`config.mk`:
```
export PLATFORM = sky130hd
export DESIGN_NAME = imem_port_arbiter_flat
export DESIGN_NICKNAME = d
export VERILOG_FILES = /design/src/rtl/imem_port_if.sv /design/src/rtl/imem_port_arbiter.sv /design/src/flat_wrapper.sv
export SDC_FILE = /design/constraint.sdc
export NUM_CORES = 1
export LEC_CHECK = 0
export ABC_AREA = 1
export BUFFER_PORTS_ARGS = -buffer_cell sky130_fd_sc_hd__buf_4
export CAP_MARGIN = 20
export CORE_AREA = 2 2 75 77
export DETAILED_ROUTE_END_ITERATION = 8
export DIE_AREA = 0 0 77 79
export GPL_TIMING_DRIVEN = 0
export PLACE_DENSITY = 0.8
export SYNTH_ARGS = -nofsm -noshare
export SYNTH_HDL_FRONTEND = slang
export SYNTH_SLANG_ARGS = --single-unit
```
`constraint.sdc`:
```
create_clock -name clk -period 4.36 [get_ports clk]
set_clock_uncertainty 0.2 [all_clocks]
set_input_delay 0.218 -clock clk [delete_from_list [all_inputs] [get_ports clk]]
set_output_delay 0.218 -clock clk [all_outputs]
set_load 0.05 [all_outputs]
```
`src/rtl/imem_port_if.sv`:
```
// Bundle of the fetch, loader and instruction-RAM signals around imem_port_arbiter.
// The slave modport is the arbiter's view; master is the requester/RAM environment.
interface imem_port_if #(
  parameter int ADDR_W = 8,
  parameter int DATA_W = 32
);
  logic              f_req;
  logic [ADDR_W-1:0] f_addr;
  logic              f_gnt;
  logic              f_rvalid;
  logic [DATA_W-1:0] f_rdata;

  logic              d_req;
  logic              d_we;
  logic [ADDR_W-1:0] d_addr;
  logic [DATA_W-1:0] d_wdata;
  logic              d_gnt;
  logic              d_rvalid;
  logic [DATA_W-1:0] d_rdata;

  logic              mem_en;
  logic              mem_we;
  logic [ADDR_W-1:0] mem_addr;
  logic [DATA_W-1:0] mem_wdata;
  logic [DATA_W-1:0] mem_rdata;

  modport slave (
    input  f_req, f_addr, d_req, d_we, d_addr, d_wdata, mem_rdata,
    output f_gnt, f_rvalid, f_rdata, d_gnt, d_rvalid, d_rdata,
    output mem_en, mem_we, mem_addr, mem_wdata
  );

  modport master (
    output f_req, f_addr, d_req, d_we, d_addr, d_wdata, mem_rdata,
    input  f_gnt, f_rvalid, f_rdata, d_gnt, d_rvalid, d_rdata,
    input  mem_en, mem_we, mem_addr, mem_wdata
  );
endinterface

```
`src/rtl/imem_port_arbiter.sv`:
```
// Shares a single-port instruction RAM between fetch and the debug loader, loader first
// with a starvation guard for fetch. Optional counters under IMEM_ARB_PERF_EN.
module imem_port_arbiter #(
  parameter int ADDR_W       = 8,
  parameter int DATA_W       = 32,
  parameter int STARVE_LIMIT = 4
) (
  input  logic        clk,
  input  logic        reset_n,
  imem_port_if.slave  bus
`ifdef IMEM_ARB_PERF_EN
  ,
  output logic [31:0] f_stall_cnt,
  output logic [31:0] d_grant_cnt
`endif
);

  localparam logic [3:0] LIMIT = 4'(STARVE_LIMIT);

  logic [3:0] starve_cnt;
  logic [3:0] starve_nxt;
  logic       gnt_f;
  logic       gnt_d;
  logic       vld_f_p1;
  logic       vld_d_p1;

  // Grants are masked while reset is held so no access leaks out during reset.
  always_comb begin
    gnt_f = reset_n & bus.f_req & (~bus.d_req | (starve_cnt == LIMIT));
    gnt_d = reset_n & bus.d_req & ~gnt_f;
  end

  always_comb begin
    bus.f_gnt     = gnt_f;
    bus.d_gnt     = gnt_d;
    bus.mem_en    = gnt_f | gnt_d;
    bus.mem_we    = gnt_d & bus.d_we;
    bus.mem_addr  = '0;
    bus.mem_wdata = '0;
    if (gnt_f) begin
      bus.mem_addr = bus.f_addr;
    end else if (gnt_d) begin
      bus.mem_addr  = bus.d_addr;
      bus.mem_wdata = bus.d_wdata;
    end
  end

  always_comb begin
    starve_nxt = starve_cnt;
    if (!bus.f_req || gnt_f) begin
      starve_nxt = '0;
    end else if (gnt_d) begin
      starve_nxt = (starve_cnt >= LIMIT) ? LIMIT : starve_cnt + 4'd1;
    end
  end

  always_ff @(posedge clk or negedge reset_n) begin
    if (!reset_n) begin
      starve_cnt <= '0;
    end else begin
      starve_cnt <= starve_nxt;
    end
  end

  // ---- stage p1: owner tag of the read issued last cycle ----
  always_ff @(posedge clk or negedge reset_n) begin
    if (!reset_n) begin
      vld_f_p1 <= 1'b0;
      vld_d_p1 <= 1'b0;
    end else begin
      vld_f_p1 <= gnt_f;
      vld_d_p1 <= gnt_d & ~bus.d_we;
    end
  end

  always_comb begin
    bus.f_rvalid = vld_f_p1;
    bus.d_rvalid = vld_d_p1;
    bus.f_rdata  = vld_f_p1 ? bus.mem_rdata : '0;
    bus.d_rdata  = vld_d_p1 ? bus.mem_rdata : '0;
  end

`ifdef IMEM_ARB_PERF_EN
  always_ff @(posedge clk or negedge reset_n) begin
    if (!reset_n) begin
      f_stall_cnt <= '0;
      d_grant_cnt <= '0;
    end else begin
      if (bus.f_req && !gnt_f) f_stall_cnt <= f_stall_cnt + 32'd1;
      if (gnt_d)               d_grant_cnt <= d_grant_cnt + 32'd1;
    end
  end
`endif

endmodule

```
`src/flat_wrapper.sv`:
```
// flat-port wrapper written by rule: the top's interface ports become plain ports
module imem_port_arbiter_flat 
#(
  parameter int ADDR_W       = 8,
  parameter int DATA_W       = 32,
  parameter int STARVE_LIMIT = 4
)
  (clk, reset_n, bus_f_req, bus_f_addr, bus_d_req, bus_d_we, bus_d_addr, bus_d_wdata, bus_mem_rdata, bus_f_gnt, bus_f_rvalid, bus_f_rdata, bus_d_gnt, bus_d_rvalid, bus_d_rdata, bus_mem_en, bus_mem_we, bus_mem_addr, bus_mem_wdata);
  imem_port_if #(.ADDR_W(ADDR_W), .DATA_W(DATA_W)) bus_i ();
  input  logic clk;
  input  logic reset_n;
  input wire logic [$bits(bus_i.f_req)-1:0] bus_f_req;
  input wire logic [$bits(bus_i.f_addr)-1:0] bus_f_addr;
  input wire logic [$bits(bus_i.d_req)-1:0] bus_d_req;
  input wire logic [$bits(bus_i.d_we)-1:0] bus_d_we;
  input wire logic [$bits(bus_i.d_addr)-1:0] bus_d_addr;
  input wire logic [$bits(bus_i.d_wdata)-1:0] bus_d_wdata;
  input wire logic [$bits(bus_i.mem_rdata)-1:0] bus_mem_rdata;
  output wire logic [$bits(bus_i.f_gnt)-1:0] bus_f_gnt;
  output wire logic [$bits(bus_i.f_rvalid)-1:0] bus_f_rvalid;
  output wire logic [$bits(bus_i.f_rdata)-1:0] bus_f_rdata;
  output wire logic [$bits(bus_i.d_gnt)-1:0] bus_d_gnt;
  output wire logic [$bits(bus_i.d_rvalid)-1:0] bus_d_rvalid;
  output wire logic [$bits(bus_i.d_rdata)-1:0] bus_d_rdata;
  output wire logic [$bits(bus_i.mem_en)-1:0] bus_mem_en;
  output wire logic [$bits(bus_i.mem_we)-1:0] bus_mem_we;
  output wire logic [$bits(bus_i.mem_addr)-1:0] bus_mem_addr;
  output wire logic [$bits(bus_i.mem_wdata)-1:0] bus_mem_wdata;
  assign bus_i.f_req = bus_f_req;
  assign bus_i.f_addr = bus_f_addr;
  assign bus_i.d_req = bus_d_req;
  assign bus_i.d_we = bus_d_we;
  assign bus_i.d_addr = bus_d_addr;
  assign bus_i.d_wdata = bus_d_wdata;
  assign bus_i.mem_rdata = bus_mem_rdata;
  assign bus_f_gnt = bus_i.f_gnt;
  assign bus_f_rvalid = bus_i.f_rvalid;
  assign bus_f_rdata = bus_i.f_rdata;
  assign bus_d_gnt = bus_i.d_gnt;
  assign bus_d_rvalid = bus_i.d_rvalid;
  assign bus_d_rdata = bus_i.d_rdata;
  assign bus_mem_en = bus_i.mem_en;
  assign bus_mem_we = bus_i.mem_we;
  assign bus_mem_addr = bus_i.mem_addr;
  assign bus_mem_wdata = bus_i.mem_wdata;
  imem_port_arbiter #(.ADDR_W(ADDR_W), .DATA_W(DATA_W), .STARVE_LIMIT(STARVE_LIMIT)) u_core (.clk(clk), .reset_n(reset_n), .bus(bus_i));
endmodule
```
==> summary.txt <==
Status
  – Result of the run: finished, final reports clean

Power
  – PnR Total Power: roughly 0.45 mW
  – Share of power burned in combinational logic: a little under 70%
  – Net load switching power: between 0.2 and 0.25 mW
  – Maximum vdd ir drop: 0.00008930 V
  – Leakage Power: ~2.2 nW
  – Pint: between 0.2 and 0.25 mW
  – Ratio of total power to cell area: ~150 nW/um2
  – Sequential share of power: a little over an eighth
  – Fraction of power spent switching nets: between 40% and 50%
  – Clock power share: between 10% and 20%

Synth
  – Yosys reg bits: 6
  – Post-synth EDFFs: 0
  – Yosys warning total: 0
  – Post-Syn Instances: ~260
  – Most repeated cell in the gate-level netlist after synthesis: inv_1
  – Area leader, netlist: inv_1
  – Leading cell types by total area after synthesis: inv_1, nand2_1, nor2_2
  – Most frequent cells after synthesis: inv_1, nand2_1, nor2_2, nand3_1, nor2_1
  – Dominant register cell in the synthesized netlist: dfrtp_1
  – Portion of synthesized cell area occupied by the leading cell type: slightly below 30%
  – Netlist cell types: 19
  – Mean area per synthesized cell: 4.995 um2
  – FFs w/ async S/R, synth: 100.0%
  – Net count after synthesis: 349
  – Post-synthesis cell area: between 1000 and 1500 um2
  – Portion of the post-synthesis area used by sequential elements: around 11%

Final layout
  – Nets@finish: between 500 and 600
  – Post-synthesis to final-layout area growth: 122.8%
  – Number of fillers in the final layout: 515
  – Proportion of layout cells with a drive suffix above 1: between 50% and 60%
  – Final design instance area without fill: 2917 um2
  – Fraction of the core area covered by cells at the end of the flow: a little over half
  – Antenna cells: 0

STA
  – Final hold vios: 0
  – Number of max-slew violations in the final report: 0
  – Final hold slack: a little under 0.06 ns
  – RSZ-0062 raised after global routing: no
  – Highest Clock Rate: approximately 440 MHz
  – Sum of negative setup slack: 0 ns
  – Transition at the pin with the smallest max-transition slack: roughly 0.46 ns
  – Final setup viols: 0
  – Fraction of the cycle the final worst path needs: 51.99%
  – Worst-case headroom to the max-slew limit: 69.61%
  – Minimum clock period: roughly 2.3 ns

Critical path
  – Sort of element at the start of the critical path: input port
  – Peak fanout along the critical path: 10
  – Critical setup path kind: input port to primary output
  – Critical path arrival: around 1.9 ns
  – Crit end category: primary output
  – Required time of the critical path: 3.94 ns

Detailed routing
  – Number of DRC markers in iteration 0: 41
  – Wire length reported by the detailed router: 5220 um
  – Routed Antenna Nets: 0
  – Via-per-instance ratio: between 3 and 4
  – Routed wire per std cell: approximately 9.8 um
  – Router iterations before antenna repair: 4
  – Vias after detailed routing: between 2000 and 2500
  – Post-route DRC violation count: 0

CTS
  – Clk pin slew, worst setup/hold paths: 0.04 ns
  – Number of levels in the clock H-tree: 1
  – # clock sinks: 6
  – TritonCTS clock tree: done
  – Setup repair bufs after CTS: 0
  – Maximum clock insertion buffer count: 2
  – CTS buffer count: 3
  – Clock latency at the later pin of the worst-skew pair: 0.22 ns
  – Root buffer selected by CTS: clkbuf_8

Floorplan
  – Area of the core region: between 5000 and 6000 um2
  – Horizontal die dimension: between 70 and 80 um
  – Initial core utilization: around a quarter
  – Die Ht: a little under 80 um
  – Die Outline Area: just over 6000 um2
  – Total I/O pin count: about 200
  – Number of core rows: 27

Min path
  – Hold WC Path Type: input port to flip-flop

Global routing
  – First-pass GRT wire length: between 8000 and 9000 um
  – Initial antenna violation count: 0
  – Via count of the first global-routing pass: between 1500 and 2000
  – GRT Util Overall: 15.66%
  – GRT overflow: 0
  – Maximum number of pins on one net before global-route repair: 11

Job
  – Maxcap violations: 0

Placement
  – Placer's final routability congestion estimate: approximately 0.78
  – HPWL after DPL: ~4600 um
  – Post-DP Area: approximately 2900 um2
  – Number of buffers added on ports: 194
[per-stage QoR]
stage          setup slack (ns)  cells
2_1_floorplan             2.082    262
3_5_place_dp              2.409    528
3_3_place_gp              2.422    528
5_1_grt                   1.984    533
6_report                  2.093    533
4_1_cts                   2.099    533
[layout by cell type (no fill, tap or decap), types with 2 or more instances in the layout]
cell,count
nand3_1,10
nor2_2,26
clkbuf_1,6
buf_4,194
inv_1,103
dlygate4sd3_1,2
nand2_1,86
nor2_1,7
o22ai_1,2
nor2_4,3
ha_1,2
dfrtp_1,6
clkbuf_8,3
buf_8,3
[cells by family (layout without fill, tap and decap cells)]
family / count (synthesis) / count (layout) / synth area share [%]
AOI/OAI and AO/OA: 4 / 4 / 2.007
adders and majority gates: 2 / 2 / 1.912
buffers and inverters: 113 / 312 / 35.09
DFF: 6 / 6 / 11.47
and+or+nand+nor: 137 / 137 / 49.52
[state kept, by name, summed over array words and instances (netlist names)]
register / count
u_core.starve_cnt: 4
u_core.bus.d_rvalid: 1
u_core.bus.f_rvalid: 1
[power by group through the flow]
stage / logic [mW] / registers, mW / clock network, mW
after global routing: 0.327 / 0.0597 / 0.0863
after global placement: 0.305 / 0.0602 / 0
after detailed placement: 0.308 / 0.0602 / 0
after floorplan: 0.179 / 0.0620 / 0
after CTS: 0.310 / 0.0595 / 0.0824
final: 0.308 / 0.0595 / 0.0809
[metal layers]
layer | global-route usage, % | routed length [um] | vias to the layer above
li1 | - | - | 1097
met1 | 16.23 | 1845 | 886
met2 | 31.23 | 2771 | 134
met3 | 3.750 | 553 | 6
met4 | 4.286 | 50 | 0
met5 | 0 | 0 | -
[worst max-delay path, cell delays in order]
cell,delay (ns)
dlygate4sd3_1,0.55
buf_4,0.18
nand2_1,0.11
inv_1,0.09
nand2_4,0.15
nand2_8,0.10
buf_8,0.16
nor2_2,0.09
buf_4,0.20
[layout make-up]
| class | instances | area, um2 | share of cell area, % |
|---|---|---|---|
| timing repair buffer | 196 | 1476 | 50.62 |
| multi-input combinational | 143 | 699.4 | 23.98 |
| inverter | 104 | 391.6 | 13.43 |
| sequential | 6 | 150.1 | 5.148 |
| tap | 72 | 90.09 | 3.089 |
| buffer | 9 | 67.56 | 2.317 |
| clock buffer | 3 | 41.29 | 1.416 |
[worst paths after layout]
check | slack (ns) | cells after the start | from | to
min in group asynchronous | 0.18 | 2 | reset_n | u_core.starve_cnt[2]$_DFFE_PN0P_
hold reg to reg | 0.38 | 2 | u_core.starve_cnt[1]$_DFFE_PN0P_ | u_core.starve_cnt[1]$_DFFE_PN0P_
setup / recovery | 2.09 | 9 | reset_n | bus_mem_wdata[26]
setup reg to reg | 2.84 | 4 | u_core.starve_cnt[0]$_DFFE_PN0P_ | u_core.bus.f_rvalid$_DFF_PN0_
max in group asynchronous | 3.65 | 2 | reset_n | u_core.bus.d_rvalid$_DFF_PN0_
hold / removal | 0.06 | 3 | bus_f_req | u_core.starve_cnt[2]$_DFFE_PN0P_
[repair_timing]
action,CTS,global route
endpoints found under the hold margin,7,0
hold buffers,2,0
gates resized for setup,0,0
Power figures use the tool's default switching activity.
